<file path="src/rtl/alu_sched_pkg.sv">
// Shared types and constants for the ALU request scheduler.
// Optional build macro consumed by the scheduler files: ALU_SCHED_RR_EN.
package alu_sched_pkg;

   // Scheduler FSM states; the encoding is also visible on the debug state port.
   typedef enum logic [1:0] {
      IDLE    = 2'd0,
      ISSUE   = 2'd1,
      CAPTURE = 2'd2,
      RESP    = 2'd3
   } sched_state_e;

   // ALU unit selected by ALU_FUN[3:2].
   localparam logic [1:0] UNIT_ARITH = 2'b00;
   localparam logic [1:0] UNIT_LOGIC = 2'b01;
   localparam logic [1:0] UNIT_CMP   = 2'b10;
   localparam logic [1:0] UNIT_SHIFT = 2'b11;

endpackage

</file>
<file path="src/rtl/alu_rr_arbiter.sv">
// Two-requester arbiter with one-hot grant.
// ALU_SCHED_RR_EN defined: round-robin, the port that did not win last has
// priority on the next contested cycle. Undefined: fixed priority, port 0 wins
// and no pointer register exists.
module alu_rr_arbiter (
`ifdef ALU_SCHED_RR_EN
   input  logic       clk_i,
   input  logic       rst_ni,
   input  logic       accept_i,
`endif
   input  logic [1:0] req_i,
   output logic [1:0] gnt_o
);

`ifdef ALU_SCHED_RR_EN
   // Index of the port holding priority on a contested cycle.
   logic ptr_q;
   logic ptr_d;

   // One-hot grant; the pointer only matters when both ports request.
   always_comb begin
      gnt_o = 2'b00;
      case (req_i)
         2'b01:   gnt_o = 2'b01;
         2'b10:   gnt_o = 2'b10;
         2'b11:   gnt_o = ptr_q ? 2'b10 : 2'b01;
         default: gnt_o = 2'b00;
      endcase
   end

   // After a grant to port p, priority moves to the other port.
   always_comb begin
      ptr_d = ptr_q;
      if (accept_i) begin
         ptr_d = gnt_o[0];
      end
   end

   // Pointer register, resets to port 0.
   always_ff @(posedge clk_i or negedge rst_ni) begin
      if (!rst_ni) begin
         ptr_q <= 1'b0;
      end else begin
         ptr_q <= ptr_d;
      end
   end
`else
   // Fixed priority: port 0 always wins a contest.
   always_comb begin
      gnt_o    = 2'b00;
      gnt_o[0] = req_i[0];
      gnt_o[1] = req_i[1] & ~req_i[0];
   end
`endif

endmodule

</file>
<file path="src/rtl/alu_req_scheduler.sv">
// Two-port request scheduler sharing one ALU_TOP instance.
// Arbitration mode selected by ALU_SCHED_RR_EN (round-robin when defined,
// fixed priority with port 0 winning otherwise).
//
// Handshakes: a request on port p transfers on the rising edge where
// req_valid[p] & req_ready[p] are both high; a response transfers on the edge
// where rsp_valid & rsp_ready are both high. A valid side holds its payload
// stable until the transfer; ready may be raised or dropped at any time.
module alu_req_scheduler
   import alu_sched_pkg::*;
#(
   parameter int width = 8
) (
   input  logic                 CLK,
   input  logic                 RST,
   input  logic [1:0]           req_valid,
   output logic [1:0]           req_ready,
   input  logic [width-1:0]     req_a0,
   input  logic [width-1:0]     req_b0,
   input  logic [width-1:0]     req_a1,
   input  logic [width-1:0]     req_b1,
   input  logic [3:0]           req_fun0,
   input  logic [3:0]           req_fun1,
   output logic                 rsp_valid,
   input  logic                 rsp_ready,
   output logic                 rsp_id,
   output logic [2*width-1:0]   rsp_data,
   output logic                 rsp_flag,
   output logic                 busy,
   output logic [width-1:0]     ALU_A,
   output logic [width-1:0]     ALU_B,
   output logic [3:0]           ALU_FUN,
   input  logic [2*width-1:0]   Arith_Out,
   input  logic [width-1:0]     Logic_Out,
   input  logic [width-1:0]     CMP_Out,
   input  logic [width-1:0]     SHIFT_Out,
   input  logic                 Arith_Flag,
   input  logic                 Logic_Flag,
   input  logic                 CMP_Flag,
   input  logic                 SHIFT_Flag,
   output logic [1:0]           dbg_state_o
);

   sched_state_e         state_q;
   logic [width-1:0]     alu_a_q;
   logic [width-1:0]     alu_b_q;
   logic [3:0]           alu_fun_q;
   logic                 id_q;
   logic                 rsp_valid_q;
   logic                 rsp_id_q;
   logic [2*width-1:0]   rsp_data_q;
   logic                 rsp_flag_q;
   logic                 busy_q;

   logic [1:0]           gnt;
   logic                 accept;
   logic                 win_id;
   logic [width-1:0]     win_a;
   logic [width-1:0]     win_b;
   logic [3:0]           win_fun;

   alu_rr_arbiter u_arb (
`ifdef ALU_SCHED_RR_EN
      .clk_i    (CLK),
      .rst_ni   (RST),
      .accept_i (accept),
`endif
      .req_i    (req_valid),
      .gnt_o    (gnt)
   );

   // Grants are only offered while idle; the winner's payload is muxed for latching.
   always_comb begin
      req_ready = (state_q == IDLE) ? gnt : 2'b00;
      accept    = |(req_valid & req_ready);
      win_id    = req_ready[1];
      win_a     = win_id ? req_a1   : req_a0;
      win_b     = win_id ? req_b1   : req_b0;
      win_fun   = win_id ? req_fun1 : req_fun0;
   end

   // Scheduler FSM: latch request, let the ALU register it, capture the selected
   // unit, then hold the response until it is taken.
   always_ff @(posedge CLK or negedge RST) begin
      if (!RST) begin
         state_q     <= IDLE;
         alu_a_q     <= '0;
         alu_b_q     <= '0;
         alu_fun_q   <= '0;
         id_q        <= 1'b0;
         rsp_valid_q <= 1'b0;
         rsp_id_q    <= 1'b0;
         rsp_data_q  <= '0;
         rsp_flag_q  <= 1'b0;
         busy_q      <= 1'b0;
      end else begin
         case (state_q)
            IDLE: begin
               if (accept) begin
                  alu_a_q   <= win_a;
                  alu_b_q   <= win_b;
                  alu_fun_q <= win_fun;
                  id_q      <= win_id;
                  busy_q    <= 1'b1;
                  state_q   <= ISSUE;
               end
            end
            ISSUE: begin
               // ALU inputs are stable this cycle; its result lands at the edge.
               state_q <= CAPTURE;
            end
            CAPTURE: begin
               case (alu_fun_q[3:2])
                  UNIT_ARITH: begin
                     rsp_data_q <= Arith_Out;
                     rsp_flag_q <= Arith_Flag;
                  end
                  UNIT_LOGIC: begin
                     rsp_data_q <= {{width{1'b0}}, Logic_Out};
                     rsp_flag_q <= Logic_Flag;
                  end
                  UNIT_CMP: begin
                     rsp_data_q <= {{width{1'b0}}, CMP_Out};
                     rsp_flag_q <= CMP_Flag;
                  end
                  default: begin
                     rsp_data_q <= {{width{1'b0}}, SHIFT_Out};
                     rsp_flag_q <= SHIFT_Flag;
                  end
               endcase
               rsp_id_q    <= id_q;
               rsp_valid_q <= 1'b1;
               state_q     <= RESP;
            end
            RESP: begin
               if (rsp_ready) begin
                  rsp_valid_q <= 1'b0;
                  busy_q      <= 1'b0;
                  state_q     <= IDLE;
               end
            end
            default: begin
               state_q <= IDLE;
            end
         endcase
      end
   end

   // Registered outputs.
   always_comb begin
      ALU_A       = alu_a_q;
      ALU_B       = alu_b_q;
      ALU_FUN     = alu_fun_q;
      rsp_valid   = rsp_valid_q;
      rsp_id      = rsp_id_q;
      rsp_data    = rsp_data_q;
      rsp_flag    = rsp_flag_q;
      busy        = busy_q;
      dbg_state_o = state_q;
   end

endmodule

</file>
<file path="config.mk">
export PLATFORM = sky130hd
export DESIGN_NAME = alu_req_scheduler
export DESIGN_NICKNAME = d
export VERILOG_FILES = /design/src/rtl/alu_sched_pkg.sv /design/src/rtl/alu_rr_arbiter.sv /design/src/rtl/alu_req_scheduler.sv
export SDC_FILE = /design/constraint.sdc
export NUM_CORES = 1
export LEC_CHECK = 0
export ABC_AREA = 1
export CORE_AREA = 2 2 71 87
export DETAILED_ROUTE_END_ITERATION = 10
export DIE_AREA = 0 0 73 89
export PLACE_DENSITY = 0.9
export SLEW_MARGIN = 30
export SYNTH_ARGS = -nofsm -noshare
export SYNTH_HDL_FRONTEND = slang
export SYNTH_SLANG_ARGS = --single-unit
export TNS_END_PERCENT = 5
</file>
<file path="constraint.sdc">
create_clock -name CLK -period 2.35 [get_ports CLK]
set_input_delay 0.235 -clock CLK [delete_from_list [all_inputs] [get_ports CLK]]
set_output_delay 0.235 -clock CLK [all_outputs]
set_load 0.1 [all_outputs]
</file>
* Yosys cells after proc, flatten, opt, wreduce, memory -nomap -nowiden *
Cells that the tools add are included.

word-level totals
  register bits = 43
  bits in latches = 0
  memory bits (writable) = 0
  bits in read-only memories = 0
  input port bits = 89
  output and inout port bits = 44
  word-level logic and storage cells = 42
  memories = 0

operators by class
  add/subtract/negate cells = 0
  $mul = 0
  div/mod/pow operators = 0
  magnitude comparators = 0
  equality and inequality tests = 7
  shift operators = 0
  multiplexer cells = 13
  bitwise gates (word level) = 3
  reduce and logical (&&, ||, !) cells = 9

operators with widths
  cell                  count
  $pmux W16 S3          1
  $mux W8               2
  $pmux W2 S4           1
  $eq A2 B2 Y1 const B  3
  $mux W2               3
  $reduce_and A2 Y1     3
  $eq A2 B1 Y1 const B  2
  $logic_not A2 Y1      2
  $mux W4               1
  $ne A2 B2 Y1 const B  2
  $pmux W1 S2           2
  $reduce_bool A2 Y1    2
  $pmux W1 S3           1
  $reduce_and A3 Y1     1
  $and A2 B2 Y2         1
  $mux W1               2
  $reduce_or A2 Y1      1
  $and A1 B1 Y1         1
  $not A1 Y1            1

* Longest topological paths before layout *
  depth in word-level cells = 7
  depth in mapped cells = 7

* Cells and area by module *
Synthesis repeated with hierarchy kept, for this count alone.

unflattened totals
  cell total of the unflattened synthesis = 293
  area, all modules = 2332.2 µm²

modules (own cells, without submodules)
  module             instances  cells each  area each (µm²)
  alu_req_scheduler  1          290         2314.7
  alu_rr_arbiter     1          3           17.5

* Worst setup path before layout *
OpenSTA, ideal clock, no wires.

  kind = reg2reg
  start point = register state_q[0] (netlist: dbg_state_o[0])
  end point = register alu_a_q[1] (netlist: ALU_A[1])
  setup time = 127 ps
  arrival time = 2062 ps
  slack = 161 ps
  stages on the path, launching flop included = 8
  buffers on the path = 1
  cells stage by stage = dfrtp_1 > inv_1 > ha_1 > nand2_1 > inv_2 > buf_2 > nand2_1 > nand3_1

on the way
  cells in the longest elaborated chain, start to end = 5

RTL lines
  element                             line                      text
  from (decl)                         alu_req_scheduler.sv:44   sched_state_e state_q;
  from (signal assigned)              alu_req_scheduler.sv:86   state_q <= IDLE;
  from (signal assigned)              alu_req_scheduler.sv:105  state_q <= ISSUE;
  from (signal assigned)              alu_req_scheduler.sv:110  state_q <= CAPTURE;
  $logic_not A2 Y1                    alu_req_scheduler.sv:74   req_ready = (state_q == IDLE) ? gnt : 2'b00;
  $mux W2                             alu_req_scheduler.sv:74
  via req_ready[0]                    alu_req_scheduler.sv:17   output logic [1:0] req_ready,
  $and A2 B2 Y2                       alu_req_scheduler.sv:75   accept = |(req_valid & req_ready);
  $reduce_or A2 Y1                    alu_req_scheduler.sv:75
  $reduce_and A2 Y1 (no source line)  n/a
  to (signal assigned)                alu_req_scheduler.sv:100  alu_a_q <= win_a;
  to (decl)                           alu_req_scheduler.sv:45   logic [width-1:0] alu_a_q;

The timed path passes the listed nets, and every way through them passes these cells.
A chain may end at the register's enable or synchronous reset.

* Final worst setup path *
  start point = register state_q[0] (netlist: dbg_state_o[0])
  end point = output req_ready[0]

on the way
  cells in the longest elaborated chain, start to end = 2

RTL lines
  element           line
  $logic_not A2 Y1  alu_req_scheduler.sv:74
  $mux W2           alu_req_scheduler.sv:74
  to (decl)         alu_req_scheduler.sv:17

No other way between the ends.

==> metrics.md <==
| Metric | Value |
|---|---|
| Slew Limit Fails | 0 |
| Final period utilization | 0.783 |
| CP max FO | 10 |
| Initial core utilization | 0.393 |
| Syn_area_per_cell | 7.77 um^2 |
| Crit. End Element | output port |
| Skew final | 0.00480 ns |
| Final #Nets | 507 |
| GRT Resource Usage Total | 0.196 |
| FF-to-FF Start | dbg_state_o[0] |
| Status | complete, no violations |
| Max Cap Viol | 0 |
| Fin. Hold Viols | 0 |
| Ant diodes | 0 |
| Slowest CP cell | dfrtp_1 |
| Die area | 6500 um^2 |
| Top cells by count, synth | nand2_1 (125), nand3_1 (47), dfrtp_1 (43), nor2_1 (19), o21ai_0 (11) |
| TritonCTS clock tree | yes |
| WP data required | 2.12 ns |
| Post-synth ARST share | 1.00 |
| Post-synth top area share | 0.489 |
| Total grt overflow | 0 |
| Worst-case clock buffer depth | 2 |
| Post-Syn Area | 2200 um^2 |
| Vias per cell | 4.99 |
| # DRC | 0 |
| Pre-Repair DR Iteration Count | 4 |
| Max incr delay on CP | 0.41 ns |
| Yosys top cell by area | dfrtp_1 |
| R2R setup slack | 0.79 ns |
| Post-CTS Resized | 0 |
| Core region area | 5590 um^2 |
| XOR/XNOR share of the synthesized area | 0 |
| Largest family of logic cells by synthesized area | simple AND/OR/NAND/NOR gates |
| Share of cells above drive strength 1 | 0.155 |
| CP top delay family | buffers and inverters |
| Register bit total from synthesis | 43 |
| Initial DRC count | 113 |
| GP Congestion | 0.787 |
| Num rows | 30 |
| Synth Flop Type | dfrtp_1 |
| Sink Count | 43 |
| Critical-path cell list | inv_1 -> ha_1 -> nand2_1 -> inv_2 -> buf_12 |
| CP Depth | 5 |
| Simple-Gate Fraction of Synth Area | 0.389 |
| Yosys synthesis warning count | 0 |
| Largest cells by area after synthesis | dfrtp_1 (49%), nand2_1 (21%), nand3_1 (11%) |
| Rel. slew slack | 0.533 |
| WP data arrival | 1.61 ns |
| Synthesized instance count | 283 |
| Number of CTS-inserted buffers | 5 |
| Vias in the first global route | 2310 |
| Net Count, Synth | 376 |
| Post-DP HPWL | 4990 um |
| ANT nets after route | 0 |
| Crit path time final | 1.84 ns |
| Startpoint Class | flop |
| Largest net degree at the start of global routing | 44 |
| Post-synth EDFFs | 0 |
| First-pass GRT wire length | 10100 um |
| H-Tree Depth | 2 |
| Post-CTS setup buffers | 0 |
| CTS clk-pin slew, worst paths | 0.08 ns |
| Compound-Gate Fraction of Synth Area | 0.0273 |
| Max Freq | 0.543 GHz |
| HP Class | in -> async |
| Wirelength per Cell | 13.6 um |
| Clock root buffer master | clkbuf_8 |
| CP Class | reg -> out |
| Most common cell in the netlist | nand2_1 |
| Proportion of synthesized area in mux cells | 0 |
| Clk_lat worst skew | 0.29 ns |
| Final setup violation count | 0 |
| CP bufs+invs | 3 |
| # hold bufs at CTS | 1 |
| Die Wd | 73 um |
| Initial antenna violation count | 0 |
| Routed WL | 6500 um |
| Adder-Cell Fraction of Synth Area | 0.0228 |
| Die height | 89 um |
| Area grow syn2layout | 59.8% |
| Fillers | 498 |
| Routed vias | 2382 |
| Crit Reg-Reg Endpoint | ALU_FUN[3] |
| Reg2Reg Depth | 7 |
| Post-synthesis cell type count | 20 |
| I/O pin count | 133 |
| Setup TNS | 0 ns |
| RSZ-0062 raised after global routing | no |
| Port Buffers | 132 |
| Register area share after synthesis | 0.489 |
| Tightest Pin Transition | 0.701 ns |
[cells in the final DEF, fill, tap and decap left out, drive strengths merged]
| cell | synthesis | routed |
|---|---|---|
| buf | 12 | 50 |
| dlygate4sd3 | 0 | 1 |
| clkbuf | 2 | 6 |
| nand3 | 49 | 49 |
| clkdlybuf4s50 | 0 | 87 |
| inv | 10 | 10 |
| ha | 4 | 4 |
| nand4 | 1 | 1 |
| dfrtp | 43 | 43 |
| nor2 | 20 | 20 |
| or2 | 1 | 1 |
| nand3b | 1 | 1 |
| nand2 | 128 | 128 |
| o21ai | 12 | 12 |
[cell families after synthesis]
kind of cell    Yosys count
buf+inv                  24
compound gates           12
flops                    43
simple gates            200
fa+ha+maj                 4
[worst reg2reg max path, cell delays in order, from the launching register on]
cell	delay (ns)
dfrtp_1	0.41
inv_1	0.13
ha_1	0.26
nand2_1	0.11
inv_2	0.19
buf_4	0.23
nand2_1	0.08
nand3_1	0.09
[worst max-delay path by stage]
| stage | endpoint | startpoint |
|---|---|---|
| final | req_ready[0] | dbg_state_o[0] |
| after global placement | req_ready[1] | dbg_state_o[0] |
| after CTS | req_ready[0] | dbg_state_o[0] |
| after floorplan | ALU_A[1] | dbg_state_o[0] |
| after global routing | req_ready[0] | dbg_state_o[0] |
| after detailed placement | ALU_FUN[3] | dbg_state_o[0] |
[area by class of cell]
type | count | area, um^2 | area share
Clock buffer | 6 | 72.6 | 0.0207
Inverter | 10 | 37.5 | 0.0107
Multi-Input combinational cell | 216 | 965 | 0.275
Sequential cell | 43 | 1080 | 0.306
Tap cell | 64 | 80.1 | 0.0228
Timing Repair Buffer | 138 | 1280 | 0.365
[registers in the layout, indices dropped and copies added, names as in the netlist]
signal and flops:
rsp_data 16, rsp_flag 1, ALU_A 8, rsp_valid 1, id_q 1, rsp_id 1, busy 1, ALU_B 8
ALU_FUN 4, dbg_state_o 2
[metal layers]
metal,track usage,share of wire
met2,0.364,0.52
met1,0.219,0.39
met5,0,0
met4,0.0589,0.017
met3,0.0474,0.073
[through the flow]
step           hold WS, ns  cells  setup WS [ns]  area [um^2]   util
2_1_floorplan      -0.0606    283          0.161         2200      -
3_3_place_gp         0.448    470          0.876         3430  0.613
3_5_place_dp         0.272    470          0.809         3430  0.613
4_1_cts              0.484    477          0.506         3510  0.628
5_1_grt              0.506    477          0.408         3510  0.628
6_report             0.470    477          0.509         3510  0.628
Power is not shown: default switching activity piles up to over one toggle a cycle in this logic, so the estimate is an artifact.
